==> src/rtl/nn_accel_pkg.sv <==
// Shared types and sizes for the row-chunk image link into the digit-classifier accelerator.
// Latency: n/a (declarations only).
// Backpressure: n/a (declarations only).
package nn_accel_pkg;

  localparam int IMG_BITS   = 196;
  localparam int CHUNK_W    = 7;
  localparam int NUM_CHUNKS = 28;

  typedef enum logic [1:0] {
    IDLE        = 2'd0,
    GAP         = 2'd1,
    SEND        = 2'd2,
    WAIT_RESULT = 2'd3
  } tx_state_t;

  typedef logic [CHUNK_W-1:0] chunk_t;
  typedef logic [3:0]         bcd_t;

endpackage

==> src/rtl/image_stream_tx_shift_reg.sv <==
// Image shadow register that walks the image out one chunk at a time.
// Latency: load visible on chunk_o the cycle after load_i; each shift_i edge advances one chunk.
// Backpressure: none; the caller decides when to shift.
//
// Ports:
//   clk, rst_n : clock, asynchronous active-low reset
//   load_i     : parallel-load image_i (takes priority over shift_i)
//   shift_i    : shift right by STEP bits
//   image_i    : W-bit image to capture
//   chunk_o    : low STEP bits of the register (current chunk)
module image_shift_reg #(
  parameter int W    = nn_accel_pkg::IMG_BITS,
  parameter int STEP = nn_accel_pkg::CHUNK_W
) (
  input  logic            clk,
  input  logic            rst_n,
  input  logic            load_i,
  input  logic            shift_i,
  input  logic [W-1:0]    image_i,
  output logic [STEP-1:0] chunk_o
);

  logic [W-1:0] sr_q, sr_d;

  // Shifting instead of indexing keeps the chunk select a fixed bit slice.
  always_comb begin
    sr_d = sr_q;
    if (load_i) begin
      sr_d = image_i;
    end else if (shift_i) begin
      sr_d = sr_q >> STEP;
    end
  end

  always_ff @(posedge clk or negedge rst_n) begin
    if (!rst_n) begin
      sr_q <= '0;
    end else begin
      sr_q <= sr_d;
    end
  end

  assign chunk_o = sr_q[STEP-1:0];

endmodule

==> src/rtl/image_stream_tx.sv <==
// Transmit side of the row-chunk image link: send a 196-bit image as 28 chunks, then await the BCD result.
// Latency: chunk k on data_o after edge GAP_CYCLES+1+k from the start-accept edge; result visible the cycle after complete_i.
// Backpressure: none on the link; start_i is ignored while busy_o is high.
//
// Ports:
//   clk, rst_n              : clock, asynchronous active-low reset
//   start_i, image_i        : send request and image (bit 7k+j = chunk k bit j)
//   busy_o                  : high from the cycle after accept until back in IDLE
//   data_o, frame_o         : chunk and frame flag to the receiver (frame low resets it)
//   complete_i, bcd_i       : receiver done flag and digit
//   result_valid_o/_bcd_o   : sticky captured result, cleared on next accepted start
//   timeout_o               : one-cycle pulse when the result wait expires
// Optional build macro IMG_STREAM_TIMEOUT_EN: bounds WAIT_RESULT to TIMEOUT_CYCLES cycles.
// Without it timeout_o is constant 0 and the block waits for complete_i indefinitely.
module image_stream_tx #(
  parameter int CHUNK_W        = 7,
  parameter int NUM_CHUNKS     = 28,
  parameter int GAP_CYCLES     = 2,
  parameter int TIMEOUT_CYCLES = 1024
) (
  input  logic                          clk,
  input  logic                          rst_n,
  input  logic                          start_i,
  input  logic [CHUNK_W*NUM_CHUNKS-1:0] image_i,
  output logic                          busy_o,
  output logic [CHUNK_W-1:0]            data_o,
  output logic                          frame_o,
  input  logic                          complete_i,
  input  logic [3:0]                    bcd_i,
  output logic                          result_valid_o,
  output logic [3:0]                    result_bcd_o,
  output logic                          timeout_o
);

  import nn_accel_pkg::*;

  localparam int GAP_W = (GAP_CYCLES > 1) ? $clog2(GAP_CYCLES) : 1;
  localparam logic [GAP_W-1:0] GAP_LAST   = GAP_W'(GAP_CYCLES - 1);
  localparam logic [4:0]       CHUNK_LAST = 5'(NUM_CHUNKS - 1);

  tx_state_t            state_q, state_d;
  logic [GAP_W-1:0]     gap_cnt_q, gap_cnt_d;
  logic [4:0]           chunk_cnt_q, chunk_cnt_d;
  logic                 frame_q, frame_d;
  logic [CHUNK_W-1:0]   data_q, data_d;
  logic                 busy_q, busy_d;
  logic                 valid_q, valid_d;
  bcd_t                 bcd_q, bcd_d;
  logic                 timeout_q, timeout_d;
  logic                 sr_load, sr_shift;
  logic [CHUNK_W-1:0]   sr_chunk;

`ifdef IMG_STREAM_TIMEOUT_EN
  localparam logic [10:0] TO_LAST = 11'(TIMEOUT_CYCLES - 1);
  logic [10:0] to_cnt_q, to_cnt_d;
`else
  logic unused_timeout_cfg;
  assign unused_timeout_cfg = ^TIMEOUT_CYCLES;
`endif

  image_shift_reg #(
    .W    (CHUNK_W*NUM_CHUNKS),
    .STEP (CHUNK_W)
  ) u_shift (
    .clk     (clk),
    .rst_n   (rst_n),
    .load_i  (sr_load),
    .shift_i (sr_shift),
    .image_i (image_i),
    .chunk_o (sr_chunk)
  );

  always_comb begin
    state_d     = state_q;
    gap_cnt_d   = gap_cnt_q;
    chunk_cnt_d = chunk_cnt_q;
    frame_d     = 1'b0;
    data_d      = '0;
    valid_d     = valid_q;
    bcd_d       = bcd_q;
    timeout_d   = 1'b0;
    sr_load     = 1'b0;
    sr_shift    = 1'b0;
`ifdef IMG_STREAM_TIMEOUT_EN
    to_cnt_d    = to_cnt_q;
`endif
    case (state_q)
      IDLE: begin
        if (start_i) begin
          sr_load   = 1'b1;
          valid_d   = 1'b0;
          gap_cnt_d = '0;
          state_d   = GAP;
        end
      end
      GAP: begin
        if (gap_cnt_q == GAP_LAST) begin
          gap_cnt_d = '0;
          state_d   = SEND;
        end else begin
          gap_cnt_d = gap_cnt_q + 1'b1;
        end
      end
      SEND: begin
        // Outputs are registered, so the chunk seen on data_o lags the SEND edge by one cycle.
        frame_d  = 1'b1;
        data_d   = sr_chunk;
        sr_shift = 1'b1;
        if (chunk_cnt_q == CHUNK_LAST) begin
          chunk_cnt_d = '0;
          state_d     = WAIT_RESULT;
        end else begin
          chunk_cnt_d = chunk_cnt_q + 1'b1;
        end
      end
      WAIT_RESULT: begin
        // Keep frame high: dropping it would wipe the receiver before it answers.
        frame_d = 1'b1;
        if (complete_i) begin
          bcd_d   = bcd_i;
          valid_d = 1'b1;
          frame_d = 1'b0;
          state_d = IDLE;
`ifdef IMG_STREAM_TIMEOUT_EN
          to_cnt_d = '0;
        end else if (to_cnt_q == TO_LAST) begin
          timeout_d = 1'b1;
          frame_d   = 1'b0;
          to_cnt_d  = '0;
          state_d   = IDLE;
        end else begin
          to_cnt_d = to_cnt_q + 1'b1;
`endif
        end
      end
      default: state_d = IDLE;
    endcase
    busy_d = (state_d != IDLE);
  end

  always_ff @(posedge clk or negedge rst_n) begin
    if (!rst_n) begin
      state_q     <= IDLE;
      gap_cnt_q   <= '0;
      chunk_cnt_q <= '0;
      frame_q     <= 1'b0;
      data_q      <= '0;
      busy_q      <= 1'b0;
      valid_q     <= 1'b0;
      bcd_q       <= '0;
      timeout_q   <= 1'b0;
    end else begin
      state_q     <= state_d;
      gap_cnt_q   <= gap_cnt_d;
      chunk_cnt_q <= chunk_cnt_d;
      frame_q     <= frame_d;
      data_q      <= data_d;
      busy_q      <= busy_d;
      valid_q     <= valid_d;
      bcd_q       <= bcd_d;
      timeout_q   <= timeout_d;
    end
  end

`ifdef IMG_STREAM_TIMEOUT_EN
  always_ff @(posedge clk or negedge rst_n) begin
    if (!rst_n) begin
      to_cnt_q <= '0;
    end else begin
      to_cnt_q <= to_cnt_d;
    end
  end
`endif

  assign busy_o         = busy_q;
  assign data_o         = data_q;
  assign frame_o        = frame_q;
  assign result_valid_o = valid_q;
  assign result_bcd_o   = bcd_q;
  assign timeout_o      = timeout_q;

endmodule
==> config.mk <==
export PLATFORM = sky130hd
export DESIGN_NAME = image_stream_tx
export DESIGN_NICKNAME = d
export VERILOG_FILES = /design/src/rtl/nn_accel_pkg.sv /design/src/rtl/image_stream_tx_shift_reg.sv /design/src/rtl/image_stream_tx.sv
export SDC_FILE = /design/constraint.sdc
export NUM_CORES = 1
export LEC_CHECK = 0
export CORE_AREA = 2 2 138 140
export DETAILED_ROUTE_END_ITERATION = 7
export DIE_AREA = 0 0 140 142
export PLACE_DENSITY_LB_ADDON = 0.08
export SLEW_MARGIN = 10
export SYNTH_ARGS = -nofsm -noshare
export SYNTH_HDL_FRONTEND = slang
export SYNTH_SLANG_ARGS = --single-unit
==> constraint.sdc <==
create_clock -name clk -period 2.6 [get_ports clk]
set_clock_uncertainty 0.05 [all_clocks]
set_input_delay 0.52 -clock clk [delete_from_list [all_inputs] [get_ports clk]]
set_output_delay 0.52 -clock clk [all_outputs]
set_load 0.02 [all_outputs]
==> Word-level counts from Yosys, hierarchy flattened <==
Cells that the tools add are included.
{ "op_classes": {"n_reduce_logical": 8, "mux": 19, "n_eq_ne": 6, "n_addsub": 2} }
{ "ops": {"columns": ["op", "count"], "rows": [
  ["196-bit 2-to-1 mux", 2],
  ["2-bit 2-to-1 mux", 4],
  ["2-bit one-hot mux with 4 select lines", 1],
  ["2-bit nonzero test", 4],
  ["1-bit 2-to-1 mux", 7],
  ["7-bit 2-to-1 mux", 1],
  ["1-bit one-hot mux with 2 select lines", 3],
  ["5-bit by 1-bit adder with 5-bit output (second input constant)", 1],
  ["5-bit equality test (second input constant)", 1],
  ["5-bit 2-to-1 mux", 1],
  ["2-bit equality test (second input constant)", 2],
  ["2-bit inequality test (second input constant)", 2],
  ["2-bit AND reduction", 2],
  ["3-bit AND reduction", 1],
  ["2-bit by 1-bit equality test with 1-bit output (second input constant)", 1],
  ["2-bit logical NOT", 1],
  ["1-bit adder (second input constant)", 1]
]} }
{ "word_totals": {"word_cells": 44, "output_inout_bits": 15, "reg_bits": 218} }

==> Longest topological paths before layout <==
{ "depth": {"word_depth": 4, "ltp_mapped": 7, "depth_no_buf": 4} }

==> Cells and area by module <==
A second synthesis with hierarchy kept.
{ "unflattened": {"cells_unflattened": 930, "hier_area_um2": 9950.8} }
{ "by_module_without_submodules": {"columns": ["module", "instances", "cells_each", "area_per_inst_um2"], "rows": [
  ["image_shift_reg", 1, 857, 9049.9],
  ["image_stream_tx", 1, 73, 900.9]
]} }

==> Worst setup path after synthesis <==
OpenSTA, ideal clock, no wires.
{ "synth_path": {"kind": "reg-to-reg", "start": "register state_q[1]", "end": "register u_shift.sr_q[146]", "required_time_ns": 2.485, "slack_ns": 1.141, "path_stages_with_launch": 7, "path_buffers": 3, "arrival_ns": 1.344, "setup_time_ns": 0.065, "path_cell_list": "dfrtp_1 buf_2 nor3b_4 buf_2 buf_2 a22oi_1 nand2_1"} }
{ "synth_between": {"elab_chain_cells": 3, "word_cells_on_any_way": 6, "cone_classes": "1 x eq/ne; 3 x mux; 2 x reduce/logical"} }
{ "synth_lines": {"columns": ["item", "line", "text"], "rows": [
  ["start, declared", "image_stream_tx.sv:41", "tx_state_t state_q, state_d;"],
  ["start signal, assigned", "image_stream_tx.sv:153", "state_q <= state_d;"],
  ["2-bit equality test or 2-bit logical NOT (tied branches)", "image_stream_tx.sv:87", "case (state_q)"],
  ["1-bit 2-to-1 mux", "image_stream_tx.sv:87", null],
  ["2-bit nonzero test (no source line) or 196-bit 2-to-1 mux (tied branches)", null, null],
  ["end signal, assigned", "image_stream_tx_shift_reg.sv:39", "sr_q <= sr_d;"],
  ["end, declared", "image_stream_tx_shift_reg.sv:23", "logic [W-1:0] sr_q, sr_d;"]
]} }
Several ways; a longest one is shown, not always the timed one.
A chain may end at the register's enable or synchronous reset.

==> Worst setup path in the final report <==
{ "layout_path": {"start": "register data_q[3] (netlist: data_o[3])", "end": "output port data_o[3]"} }
{ "layout_lines": {"columns": ["item", "line", "text"], "rows": [
  ["start, declared", "image_stream_tx.sv:45", "logic [CHUNK_W-1:0] data_q, data_d;"],
  ["start signal, assigned", "image_stream_tx.sv:157", "data_q <= data_d;"],
  ["end, declared", "image_stream_tx.sv:26", "output logic [CHUNK_W-1:0] data_o,"]
]} }
No word-level cell between the ends.

==> flow_summary_export.csv <==
group,metric,value,unit
critical_path,startpoint_type,"flip-flop",
synthesis,synth_area_leaders,"dfrtp_1, nand2_1, a22oi_1, buf_2, clkbuf_1",
critical_path,reg2reg_from,"state_q[1]",
cts,clockBufferDepth,3,
timing,setup-tns-final,0,ns
global_routing,grt_use_met3,3.466,%
place,place_ws,0.3612,ns
critical_path,reg2reg_slack,0.67,ns
cells_and_area,fill_cells,1528,
timing,rsz0062_at_grt,"no",
die,rows,50,
routing,drtAntennaViolNets,0,
routing,route.detailed.drc,16,
routing,num_vias,7287,
min_path,hold_class,"reg2reg",
global_routing,gr-usage-met2,36.32,%
power_and_ir_drop,seqPwrFrac,43.4,%
timing,fmaxAchievable,486.4,MHz
job,drv_cap,0,
synthesis,syn_nets,1128,
die,die_h,142,um
routing,viasPerCell,5.346,
timing,report.final.slew_viol_count,0,
global_routing,met1_usage,33.53,%
power_and_ir_drop,intPower,8.621,mW
power_and_ir_drop,total_power,13.35,mW
die,core_area,18460,um^2
die,die_w,140,um
critical_path,critPathBufInv,1,
global_routing,grt.busiest_layer,"met2",
critical_path,crit_slowest_cell,"clkdlybuf4s50_1",
routing,drt_iter0_drc,656,
die,io_pins,219,
synthesis,synthCells,923,
synthesis,syn_avg_cell_area,9.776,um^2
cts,ctsHoldBuffers,1,
global_routing,grt-ovfl-total,0,
critical_path,cp-endpoint,"data_o[3]",
global_routing,grt_pass1_vias,7276,
timing,fin_crit_sh,79.08,%
routing,detail_route.wl_per_cell,16.57,um
global_routing,grt_pass1_wl,37100,um
timing,tightestPinTransition,0.5347,ns
cells_and_area,final_util,66.04,%
die,initial_core_util,48.89,%
cells_and_area,area_growth,35.07,%
power_and_ir_drop,p_comb_share,33.4,%
critical_path,crit_chain,"clkdlybuf4s50_1",
critical_path,r2r_end,"u_shift.sr_q[19]",
routing,wirelength,22580,um
cells_and_area,layout-drive-gt1-share,5.403,%
place,place_congestion,0.7640,
place,port_buffers,217,
cts,numCtsBuffers,23,
timing,final-setup-viol-count,0,
power_and_ir_drop,p_sw_share,35.44,%
cells_and_area,finalNetCount,1321,
timing,timing.final.ws_setup,0.5439,ns
global_routing,gr-usage-all-layers,22.75,%
synthesis,yosysUniqueCellTypes,31,
place,dpl.hpwl,14580,um
critical_path,r2r_cells,4,
timing,layout_min_cycle_time,2.056,ns
power_and_ir_drop,p_per_area,1096,nW/um^2
timing,max-slew-margin-rel,64.35,%
synthesis,yosysTopAreaCellShare,60.45,%
cts,htree_levels,1,
cts,postCtsSetupRepairBufs,0,
synthesis,ys_ff_latch,218,
die,die_area,19880,um^2
cells_and_area,multi_input_area,3252,um^2
outcome,failed_checks,"DRC",
synthesis,synthesis.area,9024,um^2
global_routing,antenna_found_initial,0,
power_and_ir_drop,ir_drop,705.5,uV
synthesis,ys_seq_area_share,60.45,%
cts,cts.reportedPaths.clkPinSlew,0.06,ns
cells_and_area,insertedDiodeCount,0,
critical_path,crit_required,2.03,ns
critical_path,critPathMaxFanout,1,
cells_and_area,seq_area,5455,um^2
cts,root_buffer,"clkbuf_16",
critical_path,cpLargestDelayFamily,"buffers and inverters",
power_and_ir_drop,p_leak,5.852,nW
critical_path,arrival,1.49,ns
timing,finalHoldViolations,0,
critical_path,cp-end-kind,"output port",
synthesis,synth_largest_area_cell,"dfrtp_1",
power_and_ir_drop,switchingPower,4.733,mW
cts,clock_sinks,218,
global_routing,grt_max_degree,106,
critical_path,crit_cells,1,
cts,clkLatencyLatePin,0.50,ns
critical_path,critical_path_class,"reg2out",
power_and_ir_drop,clkPwrFrac,23.2,%
cts,cts_tree,"yes",
outcome,outcome,"finished, violations left",
critical_path,crit_start,"data_o[3]",
timing,holdWs,0.4145,ns
critical_path,slowest_delay,0.65,ns
cts,cts_resized,0,
routing,drt-pass1-iter-count,8,
synthesis,yosysWarnings,0,
[routing by layer]
| metal | wire length (um) | part of all wire, % | vias to the layer above |
|---|---|---|---|
| met1 | 10220 | 45 | 3530 |
| met3 | 1327 | 5.9 | 36 |
| met5 | 0 | 0 | - |
| met4 | 425 | 1.9 | 0 |
| li1 | - | - | 3523 |
| met2 | 10610 | 47 | 198 |
[placed cells by master (no fill, tap or decap), drive strengths merged, types with 2 or more instances in the layout]
| cell type | netlist | layout |
|---|---|---|
| dfrtp | 218 | 218 |
| nand3 | 2 | 2 |
| clkbuf | 21 | 34 |
| clkinv | 0 | 3 |
| o21ai | 12 | 12 |
| and2 | 7 | 7 |
| clkdlybuf4s50 | 0 | 216 |
| o21bai | 2 | 2 |
| buf | 48 | 20 |
| inv | 3 | 3 |
| nand2 | 397 | 397 |
| a22oi | 189 | 189 |
| nand2b | 2 | 2 |
| nor2 | 3 | 3 |
| mux2 | 4 | 4 |
[how the worst min path moves through the flow]
stage	startpoint	endpoint	slack, ns	cells after the start
floorplan	rst_n	busy_o	0.17	0
global placement	u_shift.sr_q[1]	u_shift.sr_q[1]	0.40	2
detailed placement	u_shift.sr_q[2]	u_shift.sr_q[2]	0.41	2
CTS	u_shift.sr_q[1]	u_shift.sr_q[1]	0.42	2
global route	u_shift.sr_q[150]	u_shift.sr_q[150]	0.44	2
finish	u_shift.sr_q[5]	u_shift.sr_q[5]	0.41	2
[power groups by stage]
stage / Combinational, mW / Clock (mW) / Sequential, mW
floorplan: 3.11 / 0 / 5.63
global placement: 4.40 / 0 / 5.79
detailed placement: 4.50 / 0 / 5.82
CTS: 4.53 / 3.17 / 5.78
global route: 5.12 / 3.29 / 5.98
finish: 4.46 / 3.09 / 5.80
[cells in the mapped netlist (all sizes together)]
cell	number
o21ai	12
a211o	1
and2	7
inv	3
a22oi	189
conb	1
a21oi	1
nor2	3
mux2i	1
xor2	1
nor3b	1
nand2b	2
o31a	1
o21bai	2
ha	1
dfrtp	218
nand4b	1
nor2b	1
or3	1
a21boi	1
mux2	4
nand3b	1
nand2	397
nor3	1
nand3	2
xnor2	1
buf	48
clkbuf	21
[registers in the layout, summed over array words and instances, names as in the netlist]
| name | flops |
|---|---|
| busy_o | 1 |
| u_shift.sr_q | 196 |
| result_bcd_o | 4 |
| result_valid_o | 1 |
| gap_cnt_q | 1 |
| state_q | 2 |
| frame_o | 1 |
| data_o | 7 |
| chunk_cnt_q | 5 |
[area by class of cell]
| class | instances | share of cell area [%] |
|---|---|---|
| clock buffers | 34 | 5.636 |
| clock inverters | 4 | 0.1848 |
| inverters | 3 | 0.09239 |
| multi-input cells | 633 | 26.68 |
| flip-flops and latches | 218 | 44.76 |
| well taps | 234 | 2.402 |
| repair buffers | 237 | 20.24 |
[cells by family (layout without fill, tap and decap cells)]
| family | after synthesis | after routing | share of synthesized area [%] |
|---|---|---|---|
| buf+inv | 72 | 278 | 3.716 |
| compound gates | 207 | 207 | 16.89 |
| fa+ha+maj | 1 | 1 | 0.1386 |
| flops | 218 | 218 | 60.45 |
| mux | 5 | 5 | 0.6101 |
| other cells | 1 | 1 | 0.04156 |
| xor+xnor | 2 | 2 | 0.1942 |
| simple gates | 417 | 417 | 17.96 |
[through the flow]
stage | std cells | area [um^2]
floorplan | 923 | 9024
global placement | 1324 | 11470
detailed placement | 1324 | 11470
CTS | 1363 | 12190
global route | 1363 | 12190
finish | 1363 | 12190
(Power assumes the default switching activity.)
